### src/rtl/adc_capture_ctrl.sv
// Paced ADC acquisition sequencer: converts, synchronizes adcDone, and writes one
// byte per sample into the shared BRAM above the reserved control bytes.
module adc_capture_ctrl #(
  parameter int ADDR_W    = 12,
  parameter int DATA_W    = 8,
  parameter int BASE_ADDR = 3,
  parameter int TIMEOUT   = 255
) (
  input  logic              clk,
  input  logic              rst,
  input  logic              start,
  input  logic              abort,
  input  logic [ADDR_W-1:0] sampleCount,
  input  logic [15:0]       divider,
  input  logic [DATA_W-1:0] adcData,
  input  logic              adcDone,
  output logic              adcConv,
  output logic [ADDR_W-1:0] busBramAddr,
  output logic [DATA_W-1:0] busBramOut,
  output logic              ctrlWeBram,
  output logic              stmBusy,
  output logic              capDone,
  output logic              errTimeout,
  output logic              errOverrun
);

  localparam int                TO_W     = (TIMEOUT > 2) ? $clog2(TIMEOUT) : 1;
  localparam logic [ADDR_W-1:0] BASE     = ADDR_W'(BASE_ADDR);
  localparam logic [ADDR_W-1:0] TOP_ADDR = '1;
  localparam logic [ADDR_W-1:0] CNT_MAX  = ADDR_W'((1 << ADDR_W) - BASE_ADDR);
  localparam logic [15:0]       MIN_DIV  = 16'd5;
  localparam logic [TO_W-1:0]   TO_LAST  = TO_W'(TIMEOUT - 1);

  typedef enum logic [2:0] {IDLE, ARM, CONV, WAIT, WRITE, DONE} state_t;

  state_t            state;
  logic              sync1, sync2, sync2_d, done_rise;
  logic [ADDR_W-1:0] remaining;
  logic [15:0]       period_m1, tmr;
  logic [TO_W-1:0]   tcnt;
  logic              clean;

  always_ff @(posedge clk) begin
    if (rst) begin
      state       <= IDLE;
      sync1       <= 1'b0;
      sync2       <= 1'b0;
      sync2_d     <= 1'b0;
      done_rise   <= 1'b0;
      remaining   <= '0;
      period_m1   <= '0;
      tmr         <= '0;
      tcnt        <= '0;
      clean       <= 1'b0;
      adcConv     <= 1'b0;
      busBramAddr <= BASE;
      busBramOut  <= '0;
      ctrlWeBram  <= 1'b0;
      stmBusy     <= 1'b0;
      capDone     <= 1'b0;
      errTimeout  <= 1'b0;
      errOverrun  <= 1'b0;
    end else begin
      sync1     <= adcDone;
      sync2     <= sync1;
      sync2_d   <= sync2;
      done_rise <= sync2 & ~sync2_d;
      capDone   <= 1'b0;

      // Period timer free-runs from each CONV; a zero value is one pacing tick.
      if (tmr == '0) tmr <= period_m1;
      else           tmr <= tmr - 16'd1;

      case (state)
        IDLE: begin
          if (stmBusy) begin
            stmBusy <= 1'b0;
          end else if (start) begin
            remaining   <= (sampleCount > CNT_MAX) ? CNT_MAX : sampleCount;
            period_m1   <= (divider < MIN_DIV) ? MIN_DIV : divider;
            errTimeout  <= 1'b0;
            errOverrun  <= 1'b0;
            busBramAddr <= BASE;
            stmBusy     <= 1'b1;
            clean       <= 1'b1;
            tmr         <= '0;
            state       <= ARM;
          end
        end
        ARM: begin
          if (abort) begin
            clean <= 1'b0;
            state <= DONE;
          end else if (remaining == '0) begin
            state <= DONE;
          end else if (tmr == '0) begin
            tmr     <= period_m1;
            adcConv <= 1'b1;
            state   <= CONV;
          end
        end
        CONV: begin
          adcConv <= 1'b0;
          tcnt    <= '0;
          if (abort) begin
            clean <= 1'b0;
            state <= DONE;
          end else begin
            state <= WAIT;
          end
        end
        WAIT: begin
          tcnt <= tcnt + TO_W'(1);
          if (tmr == '0) errOverrun <= 1'b1;
          if (abort) begin
            clean <= 1'b0;
            state <= DONE;
          end else if (done_rise) begin
            busBramOut <= adcData;
            ctrlWeBram <= 1'b1;
            state      <= WRITE;
          end else if (tcnt == TO_LAST) begin
            errTimeout <= 1'b1;
            clean      <= 1'b0;
            state      <= DONE;
          end
        end
        WRITE: begin
          ctrlWeBram <= 1'b0;
          remaining  <= remaining - ADDR_W'(1);
          // Saturate so the pointer can never wrap into the reserved bytes.
          if (busBramAddr != TOP_ADDR) busBramAddr <= busBramAddr + ADDR_W'(1);
          if (tmr == '0) errOverrun <= 1'b1;
          if (abort) begin
            clean <= 1'b0;
            state <= DONE;
          end else begin
            state <= ARM;
          end
        end
        DONE: begin
          capDone <= clean;
          state   <= IDLE;
        end
        default: state <= IDLE;
      endcase
    end
  end

endmodule
### config.mk
export PLATFORM = sky130hd
export DESIGN_NAME = adc_capture_ctrl
export DESIGN_NICKNAME = d
export VERILOG_FILES = /design/src/rtl/adc_capture_ctrl.sv
export SDC_FILE = /design/constraint.sdc
export NUM_CORES = 1
export LEC_CHECK = 0
export ABC_CLOCK_PERIOD_IN_PS = 2550
export CORE_UTILIZATION = 53
export DETAILED_ROUTE_END_ITERATION = 6
export GPL_ROUTABILITY_DRIVEN = 1
export GPL_TIMING_DRIVEN = 0
export PLACE_DENSITY = 0.78
export SYNTH_ARGS = -nofsm -noshare
export SYNTH_HDL_FRONTEND = slang
export SYNTH_SLANG_ARGS = --single-unit
### constraint.sdc
create_clock -name clk -period 2.55 [get_ports clk]
set_input_delay 0.51 -clock clk [delete_from_list [all_inputs] [get_ports clk]]
set_output_delay 0.51 -clock clk [all_outputs]
set_load 0.01 [all_outputs]
# Word-level counts from Yosys, hierarchy flattened
# Index checks and enable logic that the tools add are counted.
[totals]
ff_bits = 86
input_bits = 41
out_inout_bits = 26
word_cells = 126
[classes]
add_sub_neg = 4
n_lt_le_gt_ge = 2
eq_ne = 23
n_mux = 51
bitwise_logic = 5
reduce_logical = 23
[ops]
columns = ["cell", "n"]
rows = [
  ["two-way mux 16 bit", 7],
  ["two-way mux 12 bit", 6],
  ["one-hot mux 12 bit (2 select lines)", 2],
  ["one-hot mux 16 bit (2 select lines)", 1],
  ["two-way mux 3 bit", 10],
  ["!= test 2 bit, second input constant", 10],
  ["two-way mux 1 bit", 18],
  ["logical NOT 16 bit", 1],
  ["< comparator 16 x 3 -> 1 bit, second input constant", 1],
  ["one-hot mux 8 bit (2 select lines)", 1],
  ["AND reduction 4 bit", 4],
  ["subtractor 16 x 1 -> 16 bit, second input constant", 1],
  ["one-hot mux 3 bit (5 select lines)", 1],
  ["adder 12 x 1 -> 12 bit, second input constant", 1],
  ["greater-than comparator 12 bit, second input constant", 1],
  ["logical NOT 12 bit", 1],
  ["!= test 12 bit, second input constant", 1],
  ["AND reduction 3 bit", 4],
  ["AND reduction 6 bit", 2],
  ["nonzero test 2 bit", 6],
  ["subtractor 12 x 1 -> 12 bit, second input constant", 1],
  ["adder 8 x 1 -> 8 bit, second input constant", 1],
  ["equality test 8 bit, second input constant", 1],
  ["!= test 4 bit, second input constant", 2],
  ["other kinds (13)", 24],
]

# Depth between registers and ports, before layout
[depth]
word_depth = 6
depth_mapped = 8
mapped_depth_nobuf = 7

# Least setup slack after synthesis
# No wires, ideal clock.
[synth_timing]
path_kind = "register to register"
start = "reg remaining[0]"
end = "reg remaining[11]"
setup_time_ns = 0.100
arrival_time_ns = 1.915
required_ns = 2.450
slack_ns = 0.536
path_stages_with_launch = 6
path_buffers = 0
synth_period_minus_slack_ns = 2.014
path_cell_list = "dfxtp_1 or4_4 or4_4 nor3b_2 xnor2_1 a2111oi_4"
[synth_between]
elab_chain_len = 2
[synth_lines]
columns = ["item", "line_no", "source"]
rows = [
  ["start, declared", "38", "logic [ADDR_W-1:0] remaining;"],
  ["start signal, assigned", "79", "remaining <= (sampleCount > CNT_MAX) ? CNT_MAX : sampleCount;"],
  ["start signal, assigned", "130", "remaining <= remaining - ADDR_W'(1);"],
  ["subtractor 12 x 1 -> 12 bit", "130", ""],
  ["one-hot mux 12 bit (2 select lines)", "74", "case (state)"],
]
# Every way passes these cells.
# A chain may end at the register's enable or synchronous reset.

# Final worst setup path
[layout_timing]
start = "in start"
end = "reg busBramAddr[0]"
[layout_between]
elab_chain_len = 2
[layout_lines]
columns = ["item", "line_no", "source"]
rows = [
  ["start, declared", "11", "input logic start,"],
  ["!= test 2 bit (no line)", "-", ""],
  ["AND reduction 4 bit (no line)", "-", ""],
  ["end signal, assigned", "132", "if (busBramAddr != TOP_ADDR) busBramAddr <= busBramAddr + ADDR_W'(1);"],
  ["end, declared", "18", "output logic [ADDR_W-1:0] busBramAddr,"],
]
# Every way passes these cells.

==> metrics.yaml <==
route:
  vias: 3904
  wl_per_cell_um: 15.5
  vias_per_cell: 5.86
  drtPass1Iterations: 5
  drtIter0Drc: 230
  drc: 0
  ant_nets: 0
  drt-total-wl_um: 10300
setup_path:
  worstPathRequired_ns: 2.79
  end_kind: "flop"
  path_class: "input port to flop"
  critical_path.startpoint_type: "input port"
  r2r_cells: 7
  cp_data_arrival_time_ns: 2.58
  path_max_fanout: 10
worst_hold_path:
  hold_class: "flop to flop"
  holdPathStages: 1
sta:
  fin_skew_ns: 0.00985
  relSlewSlack_pct: 45.6
  hold_violations: 0
  rsz0062_at_grt: "yes"
  setup_viol: 0
  finalCritPeriodShare_pct: 92.1
  whs_ns: 0.389
  period_needed_ns: 2.35
  finalMaxSlewViolations: 0
  worst_pin_slew_ns: 0.809
  max_freq_mhz: 426
yosys:
  synth.avg_cell_area_um2: 8.26
  synth_largest_area_cell: "dfxtp_1"
  synth_edf_count: 0
  synth.distinct_cells: 56
  ys_ff_latch: 86
  synth_top_area_share_pct: 43.0
  synth-main-ff-cell: "dfxtp_1"
  synth_warnings: 0
  syn_area_mm2: 0.00401
  ys_seq_area_share_pct: 43.0
  synth_cells: 485
  yosys-top-cells-area: "dfxtp_1 (43%), a21oi_1 (5.4%), nor2_1 (4.9%)"
  async_reset_ff_share_pct: 0
  syn_nets: 532
clocking:
  numCtsBuffers: 9
  cts_tree: "done"
  clockRootBuffer: "clkbuf_8"
  cts.sinks: 86
  htree_num_levels: 3
  cts.clk_slew.worst_paths_ns: 0.09
  clock_path_buffers: 2
  clkLatencyLatePin_ns: 0.35
  postCtsHoldBufs: 0
  post_cts_buffers: 0
pwr:
  peakVddDrop_mv: 0.368
  internal-power_mw: 2.60
  pwr-share-clk_pct: 23.2
  swShare_pct: 37.0
  pwr-share-comb_pct: 35.1
  power.density_mw_per_mm2: 825
  sequentialPowerShare_pct: 41.7
  cellLeakagePower_nw: 1.71
  p_switching_mw: 1.52
place:
  postPlaceCellArea_mm2: 0.00479
  place_hpwl_um: 7590
  io_buffer_count: 66
  finalWeightedCongestion: 0.899
global_route:
  grt_pass1_vias: 3604
  antenna_found_initial: 0
  grt_usage_pct: 27.6
  grt_pass1_wl_um: 16900
  grt_max_degree: 16
  overflow: 0
finish:
  stdcell_area_mm2: 0.00499
  final_cell_mix: "dfxtp_1 (86), clkdlybuf4s50_1 (66), nor2_1 (52)"
  antenna_cells: 0
  regArea_mm2: 0.00172
  nFillCells: 619
  multi_input_area_mm2: 0.00213
  area_growth_pct: 24.6
  drive_gt1_share_pct: 5.29
  final_common_cell: "dfxtp_1"
  final_util_pct: 68.5
  nets: 610
die:
  fp.dieH_um: 88.9
  fp.coreArea_mm2: 0.00729
  initial_core_util_pct: 54.9
  ioPinCount: 67
  placementRows: 31
  die_w_um: 88.9
  dieArea_mm2: 0.00791
run:
  drv_cap: 0
outcome:
  status: "complete, no violations"
==> kinds of logic (layout without fill, tap and decap cells) <==
group,Yosys count,count (layout),share of synthesized area (%)
XOR/XNOR,21,21,4.59
AO/OA/AOI/OAI,123,123,19.8
buffers and inverters,36,118,3.87
adder cells (fa/ha/maj),6,6,1.87
AND/OR/NAND/NOR,213,213,26.9
flip-flops,86,86,43.0
==> layout make-up <==
cell class	instances	area share [%]
buffer	22	2.05
clock buffer	9	2.48
clock inverter	6	1.38
inverter	14	1.05
multi-input combinational	363	42.7
sequential	86	34.5
tap	99	2.48
timing repair buffer	67	13.3
==> power by group through the flow <==
stage	Sequential (mW)	Combinational, mW	Clock [mW]
after detailed placement	1.74	1.42	0
after CTS	1.71	1.43	0.966
after global placement	1.73	1.37	0
after floorplan	1.70	1.04	0
after global routing	1.74	1.61	1.03
final	1.72	1.45	0.954
==> layer usage <==
metal  wire (um)  GRT usage [%]  vias to the layer above
met3         632           3.79                       16
met1        4630           38.2                     1840
met5           0              0                        -
li1            -              -                     1920
met2        4920           43.4                      128
met4         140           11.8                        0
==> final timing paths <==
path	slack, ns	to	startpoint
setup / recovery	0.20	busBramAddr[0]	start
hold / removal	0.39	done_rise	sync2_d
setup reg to reg	0.28	remaining[5]	state[0]
hold reg to reg	0.39	done_rise	sync2_d
==> cell usage after synthesis (all sizes together), types with 3 or more instances <==
cell	instances
and3	5
ha	6
nor4	11
and4	3
a211oi	10
nor3b	6
a22o	10
nand2	49
a31oi	3
a32oi	3
clkbuf	19
xnor2	16
o21ai	28
or3	3
a2111oi	3
nand2b	4
nor3	23
o31ai	3
buf	3
a21oi	43
nand3	26
nand4	8
or4	4
xor2	5
a21o	3
o22ai	3
nor2	52
dfxtp	86
inv	14
nor2b	10
==> flip-flops by register name, summed over array words and instances (netlist names), 3 cells and up <==
register     flops
period_m1       16
tmr             16
busBramAddr     12
remaining       12
busBramOut       8
tcnt             8
state            3
==> timing repair <==
action | CTS | global route
setup endpoints to repair | 4 | 1
resized for setup | 1 | 0
pin swaps | 0 | 0
==> through the flow <==
step                      setup slack, ns  total power [mW]  instances  TNS [ns]
after global routing             -0.00176              4.39        666  -0.00176
after detailed placement           -0.347              3.16        650     -4.24
after floorplan                     0.536              2.74        485         0
final                               0.200              4.12        666         0
after global placement             -0.233              3.10        650     -2.88
after CTS                           0.174              4.11        665         0
==> critical path, cell delays in order <==
cell,delay [ns]
clkdlybuf4s50_1,0.45
nor2b_1,0.22
o21ai_1,0.56
clkbuf_1,0.48
nor2_1,0.16
xnor2_1,0.15
nand2_1,0.06
(Power assumes the default switching activity.)
